==> config.mk <==
export PLATFORM = sky130hd
export DESIGN_NAME = pipeline_ctrl_flat
export DESIGN_NICKNAME = d
export VERILOG_FILES = /design/src/rtl/pipeline_ctrl_if.sv /design/src/rtl/pipeline_ctrl.sv /design/src/flat_wrapper.sv
export SDC_FILE = /design/constraint.sdc
export NUM_CORES = 1
export LEC_CHECK = 0
export CAP_MARGIN = 20
export CELL_PAD_IN_SITES_DETAIL_PLACEMENT = 0
export CELL_PAD_IN_SITES_GLOBAL_PLACEMENT = 2
export CORE_ASPECT_RATIO = 2
export CORE_MARGIN = 8
export CORE_UTILIZATION = 25
export DETAILED_ROUTE_END_ITERATION = 6
export GPL_TIMING_DRIVEN = 1
export PLACE_DENSITY = 0.77
export SYNTH_ARGS = -nofsm -noshare
export SYNTH_HDL_FRONTEND = slang
export SYNTH_SLANG_ARGS = --single-unit
==> constraint.sdc <==
create_clock -name clk_i -period 4.1 [get_ports clk_i]
set_input_delay 0.82 -clock clk_i [delete_from_list [all_inputs] [get_ports clk_i]]
set_output_delay 0.82 -clock clk_i [all_outputs]
set_load 0.01 [all_outputs]
==> src/rtl/pipeline_ctrl_if.sv <==
// Handshake bundle between the pipeline datapath and its stall/flush/valid controller.
// The datapath side drives hazard and redirect information; the controller drives strobes.
interface pipeline_ctrl_if #(
  parameter int unsigned NStages = 4,
  parameter int unsigned CntW    = 32,
  parameter int unsigned RegW    = 5
);
  logic               enable;
  logic [RegW-1:0]    id_rs;
  logic [RegW-1:0]    id_rt;
  logic               id_uses_rt;
  logic               ex_mem_read;
  logic [RegW-1:0]    ex_waddr;
  logic               redirect;

  logic               pc_en;
  logic [NStages-1:0] stage_en;
  logic [NStages-1:0] stage_flush;
  logic [NStages-1:0] stage_valid;
  logic               stall;
  logic [CntW-1:0]    cycle_cnt;
  logic [CntW-1:0]    stall_cnt;
  logic [CntW-1:0]    flush_cnt;

  modport master (
    output enable, id_rs, id_rt, id_uses_rt, ex_mem_read, ex_waddr, redirect,
    input  pc_en, stage_en, stage_flush, stage_valid, stall, cycle_cnt, stall_cnt, flush_cnt
  );

  modport slave (
    input  enable, id_rs, id_rt, id_uses_rt, ex_mem_read, ex_waddr, redirect,
    output pc_en, stage_en, stage_flush, stage_valid, stall, cycle_cnt, stall_cnt, flush_cnt
  );
endinterface

==> src/rtl/pipeline_ctrl.sv <==
// Stall/flush/valid controller for an in-order pipeline: load-use bubbles, branch squash,
// per-register valid tracking and saturating performance counters.
module pipeline_ctrl #(
  parameter int unsigned NStages     = 4,
  parameter int unsigned BrStage     = 2,
  parameter int unsigned StallCycles = 1,
  parameter int unsigned CntW        = 32,
  parameter int unsigned RegW        = 5
) (
  input  logic             clk_i,
  input  logic             arst_ni,
  pipeline_ctrl_if.slave   bus
);

  typedef enum logic [0:0] {StRun, StStall} state_e;

  state_e             state_q, state_d;
  logic [1:0]         left_q, left_d;
  logic [NStages-1:0] valid_q, valid_d;
  logic [CntW-1:0]    cycle_q, cycle_d;
  logic [CntW-1:0]    stallc_q, stallc_d;
  logic [CntW-1:0]    flushc_q, flushc_d;

  logic               haz, hred;
  logic               pc_en, stall;
  logic [NStages-1:0] en, flush, src_valid;

  // $0 is never a real producer, so a load targeting it cannot create a hazard.
  assign haz = valid_q[0] & valid_q[1] & bus.ex_mem_read & (bus.ex_waddr != '0) &
               ((bus.ex_waddr == bus.id_rs) |
                (bus.id_uses_rt & (bus.ex_waddr == bus.id_rt)));

  assign hred      = bus.redirect & valid_q[BrStage];
  assign src_valid = {valid_q[NStages-2:0], 1'b1};

  always_comb begin
    state_d = state_q;
    left_d  = left_q;
    pc_en   = 1'b0;
    en      = '0;
    flush   = '0;
    stall   = 1'b0;
    if (bus.enable) begin
      if (hred) begin
        pc_en   = 1'b1;
        en      = '1;
        for (int unsigned i = 0; i < NStages; i++) begin
          flush[i] = (i <= BrStage);
        end
        state_d = StRun;
        left_d  = 2'd0;
      end else if (haz || (state_q == StStall)) begin
        // Hold IF/ID and PC, inject a bubble into ID/EX, let older stages drain.
        stall    = 1'b1;
        en       = '1;
        en[0]    = 1'b0;
        en[1]    = 1'b0;
        flush[1] = 1'b1;
        if (state_q == StRun) begin
          if (StallCycles > 1) begin
            state_d = StStall;
            left_d  = 2'(StallCycles - 1);
          end
        end else begin
          left_d = left_q - 2'd1;
          if (left_q == 2'd1) begin
            state_d = StRun;
          end
        end
      end else begin
        pc_en = 1'b1;
        en    = '1;
      end
    end
  end

  always_comb begin
    valid_d = valid_q;
    for (int unsigned i = 0; i < NStages; i++) begin
      if (flush[i]) begin
        valid_d[i] = 1'b0;
      end else if (en[i]) begin
        valid_d[i] = src_valid[i];
      end
    end
  end

  always_comb begin
    cycle_d  = cycle_q;
    stallc_d = stallc_q;
    flushc_d = flushc_q;
    if (bus.enable && (cycle_q != '1)) begin
      cycle_d = cycle_q + 1'b1;
    end
    if (stall && (stallc_q != '1)) begin
      stallc_d = stallc_q + 1'b1;
    end
    if (bus.enable && hred && (flushc_q != '1)) begin
      flushc_d = flushc_q + 1'b1;
    end
  end

  always_ff @(posedge clk_i or negedge arst_ni) begin
    if (!arst_ni) begin
      state_q  <= StRun;
      left_q   <= 2'd0;
      valid_q  <= '0;
      cycle_q  <= '0;
      stallc_q <= '0;
      flushc_q <= '0;
    end else begin
      state_q  <= state_d;
      left_q   <= left_d;
      valid_q  <= valid_d;
      cycle_q  <= cycle_d;
      stallc_q <= stallc_d;
      flushc_q <= flushc_d;
    end
  end

  assign bus.pc_en       = pc_en;
  assign bus.stage_en    = en;
  assign bus.stage_flush = flush;
  assign bus.stage_valid = valid_q;
  assign bus.stall       = stall;
  assign bus.cycle_cnt   = cycle_q;
  assign bus.stall_cnt   = stallc_q;
  assign bus.flush_cnt   = flushc_q;

endmodule

==> src/flat_wrapper.sv <==
// flat-port wrapper written by rule: the top's interface ports become plain ports
module pipeline_ctrl_flat 
#(
  parameter int unsigned NStages     = 4,
  parameter int unsigned BrStage     = 2,
  parameter int unsigned StallCycles = 1,
  parameter int unsigned CntW        = 32,
  parameter int unsigned RegW        = 5
)
  (clk_i, arst_ni, bus_enable, bus_id_rs, bus_id_rt, bus_id_uses_rt, bus_ex_mem_read, bus_ex_waddr, bus_redirect, bus_pc_en, bus_stage_en, bus_stage_flush, bus_stage_valid, bus_stall, bus_cycle_cnt, bus_stall_cnt, bus_flush_cnt);
  pipeline_ctrl_if #(.NStages(NStages), .CntW(CntW), .RegW(RegW)) bus_i ();
  input  logic clk_i;
  input  logic arst_ni;
  input wire logic [$bits(bus_i.enable)-1:0] bus_enable;
  input wire logic [$bits(bus_i.id_rs)-1:0] bus_id_rs;
  input wire logic [$bits(bus_i.id_rt)-1:0] bus_id_rt;
  input wire logic [$bits(bus_i.id_uses_rt)-1:0] bus_id_uses_rt;
  input wire logic [$bits(bus_i.ex_mem_read)-1:0] bus_ex_mem_read;
  input wire logic [$bits(bus_i.ex_waddr)-1:0] bus_ex_waddr;
  input wire logic [$bits(bus_i.redirect)-1:0] bus_redirect;
  output wire logic [$bits(bus_i.pc_en)-1:0] bus_pc_en;
  output wire logic [$bits(bus_i.stage_en)-1:0] bus_stage_en;
  output wire logic [$bits(bus_i.stage_flush)-1:0] bus_stage_flush;
  output wire logic [$bits(bus_i.stage_valid)-1:0] bus_stage_valid;
  output wire logic [$bits(bus_i.stall)-1:0] bus_stall;
  output wire logic [$bits(bus_i.cycle_cnt)-1:0] bus_cycle_cnt;
  output wire logic [$bits(bus_i.stall_cnt)-1:0] bus_stall_cnt;
  output wire logic [$bits(bus_i.flush_cnt)-1:0] bus_flush_cnt;
  assign bus_i.enable = bus_enable;
  assign bus_i.id_rs = bus_id_rs;
  assign bus_i.id_rt = bus_id_rt;
  assign bus_i.id_uses_rt = bus_id_uses_rt;
  assign bus_i.ex_mem_read = bus_ex_mem_read;
  assign bus_i.ex_waddr = bus_ex_waddr;
  assign bus_i.redirect = bus_redirect;
  assign bus_pc_en = bus_i.pc_en;
  assign bus_stage_en = bus_i.stage_en;
  assign bus_stage_flush = bus_i.stage_flush;
  assign bus_stage_valid = bus_i.stage_valid;
  assign bus_stall = bus_i.stall;
  assign bus_cycle_cnt = bus_i.cycle_cnt;
  assign bus_stall_cnt = bus_i.stall_cnt;
  assign bus_flush_cnt = bus_i.flush_cnt;
  pipeline_ctrl #(.NStages(NStages), .BrStage(BrStage), .StallCycles(StallCycles), .CntW(CntW), .RegW(RegW)) u_core (.clk_i(clk_i), .arst_ni(arst_ni), .bus(bus_i));
endmodule
==> out/qor.txt <==
CP Class - in2out
Max Slew Vio Count - 0
first-pass GRT wire length - 24300 um
syn_area_per_cell - 10.6 um^2
Fin Hold WS - 0.385 ns
share of cells above drive strength 1 - 7.52%
post-synthesis compound-gate area fraction - 4.65%
Synth Area in Adders - 0.968%
worst path cell trace - clkdlybuf4s50_1, xnor2_1, nand4_1, o22ai_1, a31oi_4, inv_1, clkdlybuf4s50_1
Final Instance Area - 7060 um^2
CTS tree - built
post-DR vias/cell - 4.63
Routed Antenna Nets - 0
Crit-path slowest cell - clkdlybuf4s50_1
Fillers - 2101
area grow syn2layout - 36.5%
DR iter-0 viols - 170
Netlist cell types - 49
most common cell after layout, fill and taps aside - clkdlybuf4s50_1
largest family of logic cells by synthesized area - simple AND/OR/NAND/NOR gates
Cell Count, Final, Fillers Out - 891
Final Hold Violating Endpoints - 0
synth warn - 0
vias in the first global route - 4466
Tcrit/Tclk final - 93.8%
Internal Power - 0.00182 W
Worst setup SP type - input pin
RSZ-0062 raised after global routing - no
ant diodes - 0
Crit path max-delay family - buffers and inverters
die height - 219 um
cells after synthesis - 489
die area - 25800 um^2
First-pass DRT Iterations - 4
post-synthesis mux area share - 1.09%
clock root cell - clkbuf_16
row count - 74
Post-DP Area - 6750 um^2
setup repair bufs after CTS - 0
Clock H-tree levels - 3
routability congestion estimate - 0.772
Syn Nets - 514
FF+latch count, synth - 103
Util after Layout - 34.6%
Seq/Total Area, Yosys - 49.9%
minimum clock period - 3.85 ns
Final HPWL DP - 11400 um
most frequent CP cell - clkdlybuf4s50_1
Fin Clk Skew - 0.0145 ns
cell area after synthesis - 5170 um^2
Synth Area in Simple Gates - 24.3%
starting density of the core - 25.4%
drc violations - 0
sequential share of power - 48.1%
CP arrival - 3.03 ns
Max Freq - 260 MHz
Post-Route Setup TNS - 0 ns
DP Cell Count - 874
Buf+Inv Stages, Crit Path - 3
Comb pwr share - 18.8%
prevailing post-synth register cell - dfrtp_1
status - finished clean
Total GRT Usage - 11.6%
clk buf depth - 2
maxcap violations - 0
relative slew slack - 45.3%
layout net count - 645
Num CTS Buffers - 9
Routed WL - 14700 um
GR Overflow Total - 0
Resized cells post-CTS - 0
Clock Power Share - 33.1%
Clock Latency Late Sink - 0.35 ns
Worst-Margin Slew - 0.819 ns
CP max stage delay - 0.57 ns
clock-pin slew on the worst setup and hold paths - 0.07 ns
critical path fanouts, max - 7
largest net degree at the start of global routing - 78
Power Density - 358 nW/um^2
Setup crit end kind - output pin
Routed WL per cell - 16.5 um
worst endpoint required time - 3.28 ns
CTS Hold Buffers Added - 0
via count - 4121
fraction of registers with async set/reset - 100%
Die X - 118 um
P_sw - 0.000708 W
port bufs - 129
top-level I/O count - 131
EDFF count, synth - 0
commonest non-fill, non-tap cells in the layout - clkdlybuf4s50_1 (128), dfrtp_1 (103), xnor2_1 (65)
worst hold path type - in2async
Sw Share - 28.0%
clk sink count - 103
leakage - 2.93 nW
Peak VDD IR - 0.200 mV
final setup fails - 0
core area - 20400 um^2
xor/xnor share of the synthesized area - 16.3%
initial antenna violation count - 0
-- final timing paths --
kind / startpoint / endpoint / slack (ns) / depth (start not counted)
setup / recovery: bus_ex_waddr[2] / bus_stall / 0.25 / 7
hold / removal: arst_ni / u_core.bus.flush_cnt[21]$_DFFE_PN0P_ / 0.39 / 1
setup reg to reg: u_core.bus.stall_cnt[0]$_DFFE_PN0P_ / u_core.bus.stall_cnt[1]$_DFFE_PN0P_ / 1.47 / 6
hold reg to reg: u_core.bus.flush_cnt[10]$_DFFE_PN0P_ / u_core.bus.flush_cnt[10]$_DFFE_PN0P_ / 0.49 / 1
max in group asynchronous: arst_ni / u_core.bus.cycle_cnt[22]$_DFFE_PN0P_ / 2.84 / 3
min in group clk_i: u_core.bus.flush_cnt[10]$_DFFE_PN0P_ / u_core.bus.flush_cnt[10]$_DFFE_PN0P_ / 0.49 / 1
-- metal layers --
metal  routed length [um]  vias to the layer above  part of all wire, %  track usage (%)
met2                 8050                      101                   55             21.5
met1                 5690                     2031                   39             12.2
li1                     -                     1977                    -                -
met3                  789                       12                  5.4             3.04
met5                    0                        -                    0                0
met4                  206                        0                  1.4             4.68
-- worst register-to-register path, stage by stage, from the launching register on --
cell and delay, ns:
dfrtp_1 0.45, ha_1 0.25, nand4_1 0.17, nor3_1 0.43, nand4_1 0.20, nand3_1 0.62
mux2_2 0.41
-- synth_stat cells, types with 2 or more instances --
| cell | count | share of area [%] |
|---|---|---|
| ha_1 | 4 | 0.97 |
| nor2_1 | 30 | 2.2 |
| nand4_1 | 27 | 3.3 |
| xnor2_1 | 65 | 11 |
| xor2_1 | 31 | 5.3 |
| nor4_2 | 5 | 1.2 |
| nand2_1 | 40 | 2.9 |
| a211o_1 | 2 | 0.34 |
| and3_1 | 20 | 2.4 |
| dfrtp_1 | 103 | 50 |
| nand3_1 | 38 | 3.7 |
| and2_1 | 8 | 0.97 |
| and4_1 | 10 | 1.7 |
| nor4_1 | 7 | 0.85 |
| or3_1 | 2 | 0.24 |
| nand3_2 | 2 | 0.39 |
| buf_2 | 3 | 0.29 |
| o2bb2ai_1 | 2 | 0.34 |
| a21oi_1 | 8 | 0.77 |
| buf_4 | 8 | 1.2 |
| clkbuf_1 | 5 | 0.36 |
| a41oi_1 | 2 | 0.34 |
| nor3_1 | 21 | 2.0 |
| a31oi_1 | 5 | 0.61 |
| mux2_2 | 5 | 1.1 |
| inv_1 | 13 | 0.94 |
-- flip-flops by register name, summed over array words and instances, names as in the netlist --
name                    flops
u_core.bus.stall_cnt       32
u_core.state_q              1
u_core.bus.cycle_cnt       32
u_core.bus.flush_cnt       32
u_core.bus.stage_valid      4
u_core.left_q               2
-- layout make-up --
class | instances | area (um^2) | share of cell area, %
Clock buffer | 12 | 256 | 3.63
Clock inverter | 4 | 27.5 | 0.390
Inverter | 13 | 48.8 | 0.691
Multi-Input combinational cell | 356 | 2450 | 34.7
Sequential cell | 103 | 2580 | 36.5
Tap cell | 266 | 333 | 4.72
Timing Repair Buffer | 137 | 1370 | 19.4
-- logic make-up after synthesis --
kind of cell,Yosys count
buffers and inverters,30
other,1
muxes,5
and+or+nand+nor,221
AOI/OAI and AO/OA,29
adders and majority gates,4
xor gates and xnor gates,96
DFF,103
-- power by group through the flow --
stage | clock, W | sequential (W) | combinational [W]
detailed placement | 0 | 0.00124 | 0.000483
global placement | 0 | 0.00123 | 0.000472
global route | 0.000903 | 0.00123 | 0.000523
floorplan | 0 | 0.00125 | 0.000175
finish | 0.000836 | 0.00122 | 0.000475
CTS | 0.000865 | 0.00122 | 0.000485
-- stage by stage --
stage	power, W	setup slack [ns]
finish	0.00253	0.254
global route	0.00266	0.0864
CTS	0.00257	0.236
detailed placement	0.00172	0.240
global placement	0.00170	0.293
floorplan	0.00142	1.49
No activity file was read; power rests on OpenSTA's default activity.
